### src/rtl/dmem_arbiter.sv
`default_nettype none
// ============================================================================
// Module      : dmem_arbiter
// Description : Connects two CPU MEM stages to a shared dual-port data memory.
//               Same-word conflicts where at least one side writes are
//               serialized with round-robin priority. Misaligned and
//               out-of-range accesses are masked and flagged in sticky bits.
//               Define DMEM_ARB_STATS_EN to add saturating conflict and
//               stall-cycle counters.
// Revision    : 1.0 - initial release
// ============================================================================
module dmem_arbiter #(
  parameter int MEM_BYTES = 128
`ifdef DMEM_ARB_STATS_EN
  , parameter int CNT_W = 16
`endif
) (
  input  logic              clk_i,
  input  logic              rst_i,
  input  logic [31:0]       c1_addr_i,
  input  logic [31:0]       c1_data_i,
  input  logic              c1_MemRead_i,
  input  logic              c1_MemWrite_i,
  output logic [31:0]       c1_data_o,
  output logic              c1_stall_o,
  input  logic [31:0]       c2_addr_i,
  input  logic [31:0]       c2_data_i,
  input  logic              c2_MemRead_i,
  input  logic              c2_MemWrite_i,
  output logic [31:0]       c2_data_o,
  output logic              c2_stall_o,
  output logic [31:0]       m_addr_o1,
  output logic [31:0]       m_data_o1,
  output logic              m_MemRead_o1,
  output logic              m_MemWrite_o1,
  input  logic [31:0]       m_data_i1,
  output logic [31:0]       m_addr_o2,
  output logic [31:0]       m_data_o2,
  output logic              m_MemRead_o2,
  output logic              m_MemWrite_o2,
  input  logic [31:0]       m_data_i2,
  output logic [1:0]        err_o
`ifdef DMEM_ARB_STATS_EN
  , output logic [CNT_W-1:0] conflict_cnt_o
  , output logic [CNT_W-1:0] stall_cyc_o
`endif
);

  // Highest legal word-aligned byte address.
  localparam logic [31:0] c_max_addr = 32'(MEM_BYTES - 4);

  logic       prio_q, prio_d;   // 0 = core1 favoured, 1 = core2 favoured
  logic [1:0] err_q,  err_d;

  logic w_c1_req, w_c2_req;
  logic w_c1_ill, w_c2_ill;
  logic w_c1_ok,  w_c2_ok;
  logic w_conflict;
  logic w_c1_stall, w_c2_stall;
  logic w_c1_go,  w_c2_go;

  // Data and address paths are pure pass-through.
  assign m_addr_o1 = c1_addr_i;
  assign m_data_o1 = c1_data_i;
  assign c1_data_o = m_data_i1;
  assign m_addr_o2 = c2_addr_i;
  assign m_data_o2 = c2_data_i;
  assign c2_data_o = m_data_i2;

  // Request decode, legality screening, conflict detection and grant.
  always_comb begin
    w_c1_req   = c1_MemRead_i | c1_MemWrite_i;
    w_c2_req   = c2_MemRead_i | c2_MemWrite_i;
    w_c1_ill   = w_c1_req & ((c1_addr_i[1:0] != 2'b00) | (c1_addr_i > c_max_addr));
    w_c2_ill   = w_c2_req & ((c2_addr_i[1:0] != 2'b00) | (c2_addr_i > c_max_addr));
    w_c1_ok    = w_c1_req & ~w_c1_ill;
    w_c2_ok    = w_c2_req & ~w_c2_ill;
    // Legality is resolved first, so an illegal access never conflicts.
    w_conflict = w_c1_ok & w_c2_ok & (c1_addr_i[31:2] == c2_addr_i[31:2])
               & (c1_MemWrite_i | c2_MemWrite_i);
    w_c1_stall = w_conflict & prio_q;
    w_c2_stall = w_conflict & ~prio_q;
    w_c1_go    = w_c1_ok & ~w_c1_stall;
    w_c2_go    = w_c2_ok & ~w_c2_stall;
    // Loser of a conflict becomes favoured for the next cycle.
    prio_d     = w_conflict ? ~prio_q : prio_q;
    err_d      = err_q | {w_c2_ill, w_c1_ill};
  end

  // While reset is held both cores stall and the memory sees no enables.
  // A request with both strobes set is treated as a store.
  always_comb begin
    c1_stall_o    = ~rst_i | w_c1_stall;
    c2_stall_o    = ~rst_i | w_c2_stall;
    m_MemRead_o1  = rst_i & w_c1_go & c1_MemRead_i & ~c1_MemWrite_i;
    m_MemWrite_o1 = rst_i & w_c1_go & c1_MemWrite_i;
    m_MemRead_o2  = rst_i & w_c2_go & c2_MemRead_i & ~c2_MemWrite_i;
    m_MemWrite_o2 = rst_i & w_c2_go & c2_MemWrite_i;
    err_o         = err_q;
  end

  // Priority and sticky error state.
  always_ff @(posedge clk_i or negedge rst_i) begin
    if (!rst_i) begin
      prio_q <= 1'b0;
      err_q  <= 2'b00;
    end else begin
      prio_q <= prio_d;
      err_q  <= err_d;
    end
  end

`ifdef DMEM_ARB_STATS_EN
  logic [CNT_W-1:0] conflict_cnt_q, conflict_cnt_d;
  logic [CNT_W-1:0] stall_cyc_q,    stall_cyc_d;

  // Saturating event counters; outside reset a stall only arises from a conflict.
  always_comb begin
    conflict_cnt_d = conflict_cnt_q;
    stall_cyc_d    = stall_cyc_q;
    if (w_conflict && (conflict_cnt_q != '1))
      conflict_cnt_d = conflict_cnt_q + CNT_W'(1);
    if ((w_c1_stall | w_c2_stall) && (stall_cyc_q != '1))
      stall_cyc_d = stall_cyc_q + CNT_W'(1);
  end

  // Statistics counter registers.
  always_ff @(posedge clk_i or negedge rst_i) begin
    if (!rst_i) begin
      conflict_cnt_q <= '0;
      stall_cyc_q    <= '0;
    end else begin
      conflict_cnt_q <= conflict_cnt_d;
      stall_cyc_q    <= stall_cyc_d;
    end
  end

  assign conflict_cnt_o = conflict_cnt_q;
  assign stall_cyc_o    = stall_cyc_q;
`endif

endmodule
`default_nettype wire

### config.mk
export PLATFORM = sky130hd
export DESIGN_NAME = dmem_arbiter
export DESIGN_NICKNAME = d
export VERILOG_FILES = /design/src/rtl/dmem_arbiter.sv
export SDC_FILE = /design/constraint.sdc
export NUM_CORES = 1
export LEC_CHECK = 0
export ABC_AREA = 1
export BUFFER_PORTS_ARGS = -buffer_cell sky130_fd_sc_hd__clkbuf_2
export CORE_AREA = 2 2 154 156
export CTS_BUF_LIST = sky130_fd_sc_hd__clkbuf_8 sky130_fd_sc_hd__clkbuf_16
export DETAILED_ROUTE_END_ITERATION = 7
export DIE_AREA = 0 0 156 158
export PLACE_DENSITY = 0.46
export SLEW_MARGIN = 20
export SYNTH_ARGS = -nofsm -noshare
export SYNTH_HDL_FRONTEND = slang
export SYNTH_SLANG_ARGS = --single-unit
### constraint.sdc
create_clock -name clk_i -period 3.12 [get_ports clk_i]
set_clock_uncertainty 0.15 [all_clocks]
set_input_delay 0.624 -clock clk_i [delete_from_list [all_inputs] [get_ports clk_i]]
set_output_delay 0.624 -clock clk_i [all_outputs]
set_load 0.05 [all_outputs]
After elaboration in Yosys (flattened, before gate mapping)
Index checks and enable logic that the tools add are counted.
- word-level logic and storage cells: 42
- bits of input ports: 198
- output and inout port bits: 200
- flip-flop bits (word level): 3
- bitwise gates (word level): 35
- magnitude comparators: 2
- equality and inequality tests: 1
- reductions and logical operators: 2
- operator list (cell ; count):
    $gt 32x7->1 const B ; 2
    $eq 30x30->1 ; 1
    $and 1x1->1 ; 19
    $not 1->1 ; 8
    $or 1x1->1 ; 7
    $reduce_bool 2->1 ; 2
    $or 2x2->2 ; 1

Depth between registers and ports, before layout
Gate-level depths: netlist of run 1.
- word-level depth: 14
- gate-level depth with buffers: 11
- gate-level depth less buffers: 11

Worst setup path after synthesis of run 1
Ideal clock, no wire load.
- path type: in2out
- start point: input c1_MemWrite_i
- end point: output m_MemRead_o2
- buffers on the path: 0
- required time: 2.346 ns
- setup slack: 0.448 ns
- cell stages on the path: 6
- arrival: 1.898 ns
- cells stage by stage: or2_2 -> nand4_2 -> nor2_4 -> nand3_2 -> nand3_2 -> nor2_1
- word-level cells in the longest chain between the ends: 13
- elaborated cells between the ends (all ways): 14
- ends and longest elaborated chain (what ; RTL line ; source):
    from (decl) ; 23 ; input logic c1_MemWrite_i,
    $or 1x1->1 ; 72 ; w_c1_req = c1_MemRead_i | c1_MemWrite_i;
    $and 1x1->1 ; 74 ; w_c1_ill = w_c1_req & ((c1_addr_i[1:0] != 2'b00) | (c1_addr_i > c_max_addr));
    $not 1->1 ; 76 ; w_c1_ok = w_c1_req & ~w_c1_ill;
    $and 1x1->1 ; 76 ;
    $and 1x1->1 (2 in series) ; 79 ; w_conflict = w_c1_ok & w_c2_ok & (c1_addr_i[31:2] == c2_addr_i[31:2])
    $and 1x1->1 * ; 80 ; & (c1_MemWrite_i | c2_MemWrite_i);
    $and 1x1->1 * ; 82 ; w_c2_stall = w_conflict & ~prio_q;
    $not 1->1 * ; 84 ; w_c2_go = w_c2_ok & ~w_c2_stall;
    $and 1x1->1 * ; 84 ;
    $and 1x1->1 * (3 in series) ; 97 ; m_MemRead_o2 = rst_i & w_c2_go & c2_MemRead_i & ~c2_MemWrite_i;
    to (decl) ; 39 ; output logic m_MemRead_o2,
Mark *: on every way between the ends. The rest lies on a longest branch, timed or not.

Worst setup path in the final report of run 1
- start point: input c1_addr_i[28]
- end point: output m_MemWrite_o2
- word-level cells in the longest chain between the ends: 13
- elaborated cells between the ends (all ways): 14
- ends and longest elaborated chain (what ; RTL line ; source):
    from (decl) ; 20 ; input logic [31:0] c1_addr_i,
    $gt 32x7->1 ; 74 ;
    $or 1x1->1 ; 74 ;
    $and 1x1->1 ; 74 ;
    $not 1->1 ; 76 ;
    $and 1x1->1 ; 76 ;
    $and 1x1->1 ; 79 ;
    $and 1x1->1 * ; 79 ;
    $and 1x1->1 * ; 80 ;
    $and 1x1->1 * ; 82 ;
    $not 1->1 * ; 84 ;
    $and 1x1->1 * ; 84 ;
    $and 1x1->1 * (2 in series) ; 98 ; m_MemWrite_o2 = rst_i & w_c2_go & c2_MemWrite_i;
    to (decl) ; 40 ; output logic m_MemWrite_o2,
Marked as above.

==> flow_summary.ini, run 1 <==
[die]
die_h_um = 158
placementRows = 56
pin_count = 398
die_area_mm2 = 0.0246
die_w_um = 156
initial_core_util_pct = 10.9
coreArea_mm2 = 0.0231

[cells_and_area]
seqCellArea_um2 = 75.1
design_area_mm2 = 0.00221
final_common_cell = clkbuf_2
drive_gt1_share_pct = 43.1
fillCellCount = 2749
layout_common_cells = clkbuf_2, nand2_1, nor2_1
antenna_cells = 0
fin_nets = 584
syn_to_final_growth_pct = -11.7
multi_input_area_um2 = 783

[clock_network]
post-cts-setup-buffers = 0
root_buffer = clkbuf_16
clock_path_buffers = 2
clkSlewWorstSetupHoldPaths_ps = 30
cts_tree = done
htreeDepth = 1
cts_hold_buf = 0
insertion_delay_ps = 220
cts_num_sinks = 3
cts_resized = 0
cts-buffers-inserted = 3

[synthesis]
ys_seq_elements = 3
yosys_warnings = 0
seq_area_frac_synth_pct = 3.00
syn_area_mm2 = 0.00251
synth_cells = 432
syn_nets = 630
avgSynthCellArea_um2 = 5.80
yosys.cell_types.count = 19

[timing]
min_period_over_period_pct = 92.1
finalHoldViolations = 0
tns_ps = 0
setup_viol = 0
maxSlewHeadroom_pct = 79.1
worstMarginPinSlew_ps = 315
slew_violations = 0
fin_crit_ps = 2870
fmax_mhz = 348
rsz0062_at_grt = false

[grt]
grt_pass1_vias = 1919
grt.total_usage_pct = 7.27
antenna_found_initial = 0
grt_max_degree = 8
overflow = 0
grt_pass1_wl_um = 12500

[worst_setup_path]
cp_slowest_cell = clkbuf_2
worst-path-stages = 10
rr_worst_depth = 3
cp_num_buf_inv = 2
path_class = input port to output pin
critPathRequiredTime_ps = 2350
path_delay_family = simple AND/OR/NAND/NOR gates
critPathMaxStageDelay_ps = 230
cp.arrival_ps = 2100
crit_path_start_kind = input port
critPathCaptureType = output pin
cp_max_fo = 4
path_cells = clkbuf_2 > nor2_1 > nand3_1 > nor2_2 > nand4_2 > nor2_4 > nand3_2 > nand3_2 > nor2_1 > clkbuf_2

[route]
met1Wirelength_um = 3590
detail-route-antenna-nets = 0
drc = 0
wl_met3_um = 1170
detail_route.wirelength_um = 9600
first_pass_iters = 4
viasPerCell = 2.96
vias = 2001
wl_met2_um = 4290
routedWlPerCell_um = 14.2
drt_iter0_markers = 50
dr.max_layer_used = met4

[power]
p_per_area_mw_per_mm2 = 273
leakagePower_nw = 1.33
peakVddDrop_uv = 468

[place]
place.gp.congestion = 0.687
hpwl_um = 8780
port_buffers = 141
placed_area_mm2 = 0.00213

[run_status]
status = completed

[job]
maxCapViolCount = 0

[min_path]
min_path_type = input port to asynchronous set/reset pin
-- metrics by stage --
step	utilization, %	hold slack (ps)	power, mW	std cells	worst slack, ps
finish	9.60	82.0	0.603	675	248
global route	9.60	91.9	0.648	675	33.2
CTS	9.60	83.9	0.619	675	160
detailed placement	9.25	300	0.416	671	164
global placement	9.25	291	0.414	671	171
floorplan	-	178	0.771	432	448
-- flip-flops by register name, summed over array words and instances (netlist names) --
| name | flops |
|---|---|
| prio_q | 1 |
| err_o | 2 |
-- synth_stat cells --
master | n | area (µm²)
inv_1 | 49 | 184
nand2_1 | 96 | 360
nor3_2 | 1 | 10.0
o21ai_0 | 1 | 5.00
nand2_2 | 2 | 12.5
o21bai_1 | 1 | 7.51
nor2_1 | 57 | 214
buf_4 | 192 | 1440
nand4_2 | 1 | 12.5
dfrtp_1 | 3 | 75.1
xnor2_1 | 1 | 8.76
nor2_4 | 2 | 22.5
nor2_2 | 5 | 31.3
nand3_1 | 6 | 30.0
nand3_2 | 4 | 40.0
or2_2 | 1 | 6.26
o21ai_1 | 3 | 15.0
a21o_1 | 1 | 7.51
inv_2 | 6 | 22.5
-- worst reg2reg max path, delay by kind of cell (launching register included) --
family	cells	cell delay [ps]
buf+inv	1	80
flops	1	390
simple gates	2	180
-- area by class of cell --
cell class / instances / area share (%)
clock buffers: 3 / 3.39
clock inverters: 1 / 0.170
inverters: 55 / 9.33
multi-input cells: 182 / 35.4
flip-flops and latches: 3 / 3.39
well taps: 290 / 16.4
repair buffers: 141 / 31.9
-- power by group --
group | internal [mW] | switching [mW] | leakage, nW
combinational | 0.0888 | 0.277 | 1.26
clock | 0.165 | 0.0333 | 0.0423
sequential | 0.0392 | 0 | 0.0315
-- path summary, 6_finish.rpt --
| check | startpoint | to | slack [ps] |
|---|---|---|---|
| min in group clk_i | err_o[0] | err_o[0] | 310 |
| worst min register to register | err_o[0] | err_o[0] | 310 |
| max in group asynchronous | rst_i | err_o[1] | 2570 |
| worst min-delay path | rst_i | err_o[0] | 80 |
| worst max register to register | prio_q | prio_q | 2250 |
| worst max-delay path | c1_addr_i[28] | m_MemWrite_o2 | 250 |
-- kinds of logic (layout without fill, tap and decap cells) --
group,Yosys count,in the layout,share of synthesized area (%)
AOI/OAI and AO/OA,6,6,1.40
xor gates and xnor gates,1,1,0.350
and+or+nand+nor,175,175,29.5
buffers and inverters,247,200,65.8
DFF,3,3,3.00
-- routing by layer --
layer | up-vias | track usage [%]
met5 | - | 0
met3 | 72 | 3.18
met4 | 0 | 4.24
li1 | 984 | -
met1 | 790 | 7.69
met2 | 155 | 12.1
Note: power is estimated with default switching activity, not from simulation.
==> inputs of run 2 (changes only) <==
--- a/config.mk
+++ b/config.mk
@@ -7,11 +7,15 @@
 export LEC_CHECK = 0
 export ABC_AREA = 1
 export BUFFER_PORTS_ARGS = -buffer_cell sky130_fd_sc_hd__clkbuf_2
-export CORE_AREA = 2 2 154 156
+export CAP_MARGIN = 10
+export CELL_PAD_IN_SITES_DETAIL_PLACEMENT = 0
+export CELL_PAD_IN_SITES_GLOBAL_PLACEMENT = 1
+export CORE_AREA = 2 2 153 155
 export CTS_BUF_LIST = sky130_fd_sc_hd__clkbuf_8 sky130_fd_sc_hd__clkbuf_16
+export CTS_CLUSTER_DIAMETER = 200
 export DETAILED_ROUTE_END_ITERATION = 7
-export DIE_AREA = 0 0 156 158
-export PLACE_DENSITY = 0.46
+export DIE_AREA = 0 0 155 157
+export PLACE_DENSITY = 0.69
 export SLEW_MARGIN = 20
 export SYNTH_ARGS = -nofsm -noshare
 export SYNTH_HDL_FRONTEND = slang
==> run 2 against run 1 <==
Die area is 1.3% lower. Sequential cell count stayed put. Count of clock-buffer cells in the layout is the same. Worst setup slack gained 36 ps. Via count down 1.1%. Sequential power is essentially flat. Highest routed layer is now met5. First-iteration DRC count rose by 92%. Combinational power hardly changed. Core utilization is 0.21 points higher. Largest power group unchanged.
==> flow_summary.ini, run 2 (synthesized netlist as in run 1, its figures left out) <==
[worst_setup_path]
path_cells = clkbuf_2 > nor2_1 > nand3_1 > nor2_2 > nand4_2 > nor2_4 > nand3_2 > nand2_1 > clkbuf_2
r2r_end = prio_q
critPathMaxStageDelay_ps = 290
cp_slowest_cell = clkbuf_2
r2r_slack_ps = 2260
crit_path_start_kind = input port
r2r_start = prio_q
cp.arrival_ps = 2060
cp_num_buf_inv = 2
path_delay_family = simple AND/OR/NAND/NOR gates
cp_max_fo = 4
path_class = input port to output pin
rr_worst_depth = 3
critPathCaptureType = output pin
critPathRequiredTime_ps = 2350
crit_top_cell = clkbuf_2

[route]
drc = 0
detail_route.wirelength_um = 9600
detail-route-antenna-nets = 0
viasPerCell = 2.95
first_pass_iters = 4
routedWlPerCell_um = 14.3
drt_iter0_markers = 96
vias = 1979

[timing]
fin_crit_ps = 2840
maxSlewHeadroom_pct = 79.5
slew_violations = 0
fmax_mhz = 353
min_period_over_period_pct = 90.9
tns_ps = 0
rsz0062_at_grt = false
setup_viol = 0
worstMarginPinSlew_ps = 308
finalHoldViolations = 0
worst_hold_slack_ps = 76.1

[clock_network]
cts_hold_buf = 0
root_buffer = clkbuf_16
clkSlewWorstSetupHoldPaths_ps = 30
cts_num_sinks = 3
htreeDepth = 1
post-cts-setup-buffers = 0
insertion_delay_ps = 230
cts_tree = done
clock_path_buffers = 2
cts-buffers-inserted = 3
cts_resized = 0

[power]
p_per_area_mw_per_mm2 = 276
power.switching_uw = 316
comb_power_share_pct = 60.0
peakVddDrop_uv = 273
p_clk_share_pct = 33.6
swShare_pct = 51.8
leakagePower_nw = 1.33
power_frac_seq_pct = 6.4
intPower_uw = 294

[grt]
grt_pass1_vias = 1899
grt_max_degree = 8
grt_pass1_wl_um = 12500
grt.total_usage_pct = 7.43
overflow = 0
antenna_found_initial = 1

[cells_and_area]
drive_gt1_share_pct = 43.1
largest_register_ffs = 2
layout_common_cells = clkbuf_2, nand2_1, nor2_1
antenna_cells = 0
fillCellCount = 2646
fin_nets = 584
final_common_cell = clkbuf_2
syn_to_final_growth_pct = -12.0

[place]
hpwl_um = 8690
place.gp.congestion = 0.675
port_buffers = 141

[run_status]
status = completed

[die]
die_w_um = 155
placementRows = 55
pin_count = 398
die_area_mm2 = 0.0243
coreArea_mm2 = 0.0225
die_h_um = 157
initial_core_util_pct = 11.1

[min_path]
min_path_type = input port to asynchronous set/reset pin

[job]
maxCapViolCount = 0
[run 2: cell counts in the layout (fill, tap and decap cells not counted)]
Identical to the previous run, type by type.
[run 2: area by class of cell]
type,instances,area (µm²),area share [%]
tap,285,357,16.2
sequential,3,75.1,3.40
clock buffer,3,75.1,3.40
clock inverter,1,3.75,0.170
inverter,55,206,9.36
timing repair buffer,141,706,32.0
multi-input combinational,182,783,35.5
[run 2: per-stage QoR]
stage / instance area [µm²] / worst slack (ps) / power [mW] / cells / util (%)
6_report: 2210 / 284 / 0.609 / 670 / 9.80
5_1_grt: 2210 / 43.6 / 0.651 / 670 / 9.80
4_1_cts: 2210 / 173 / 0.626 / 670 / 9.80
3_5_place_dp: 2130 / 176 / 0.417 / 666 / 9.45
3_3_place_gp: 2130 / 177 / 0.416 / 666 / 9.45
2_1_floorplan: 2510 / 448 / 0.771 / 432 / -
[run 2: worst max path at each step]
stage | end | slack (ps) | cells after the start | start
2_1_floorplan | m_MemRead_o2 | 450 | 6 | c1_MemWrite_i
3_3_place_gp | c1_stall_o | 180 | 9 | c1_addr_i[28]
3_5_place_dp | c1_stall_o | 180 | 9 | c1_addr_i[28]
4_1_cts | c1_stall_o | 170 | 9 | c1_addr_i[28]
5_1_grt | m_MemWrite_o2 | 40 | 12 | c2_addr_i[24]
6_report | c1_stall_o | 280 | 9 | c1_addr_i[28]
[run 2: worst reg2reg max path, delay by kind of cell, from the launching register on]
| family | cells | cell delay, ps |
|---|---|---|
| flops | 1 | 390 |
| simple gates | 2 | 170 |
| buf+inv | 1 | 80 |
[run 2: per-layer routing]
layer | wire length [µm] | vias to the layer above | global-route usage (%)
met1 | 3530 | 769 | 7.88
met5 | 7 | - | 0
li1 | - | 984 | -
met2 | 4420 | 165 | 12.6
met3 | 1140 | 59 | 3.00
met4 | 504 | 2 | 4.10
[run 2: power groups by stage]
stage	registers, mW	logic [mW]	clock network (mW)
2_1_floorplan	0.0396	0.732	0
3_3_place_gp	0.0396	0.376	0
3_5_place_dp	0.0396	0.378	0
4_1_cts	0.0392	0.378	0.208
5_1_grt	0.0392	0.401	0.211
6_report	0.0392	0.366	0.205
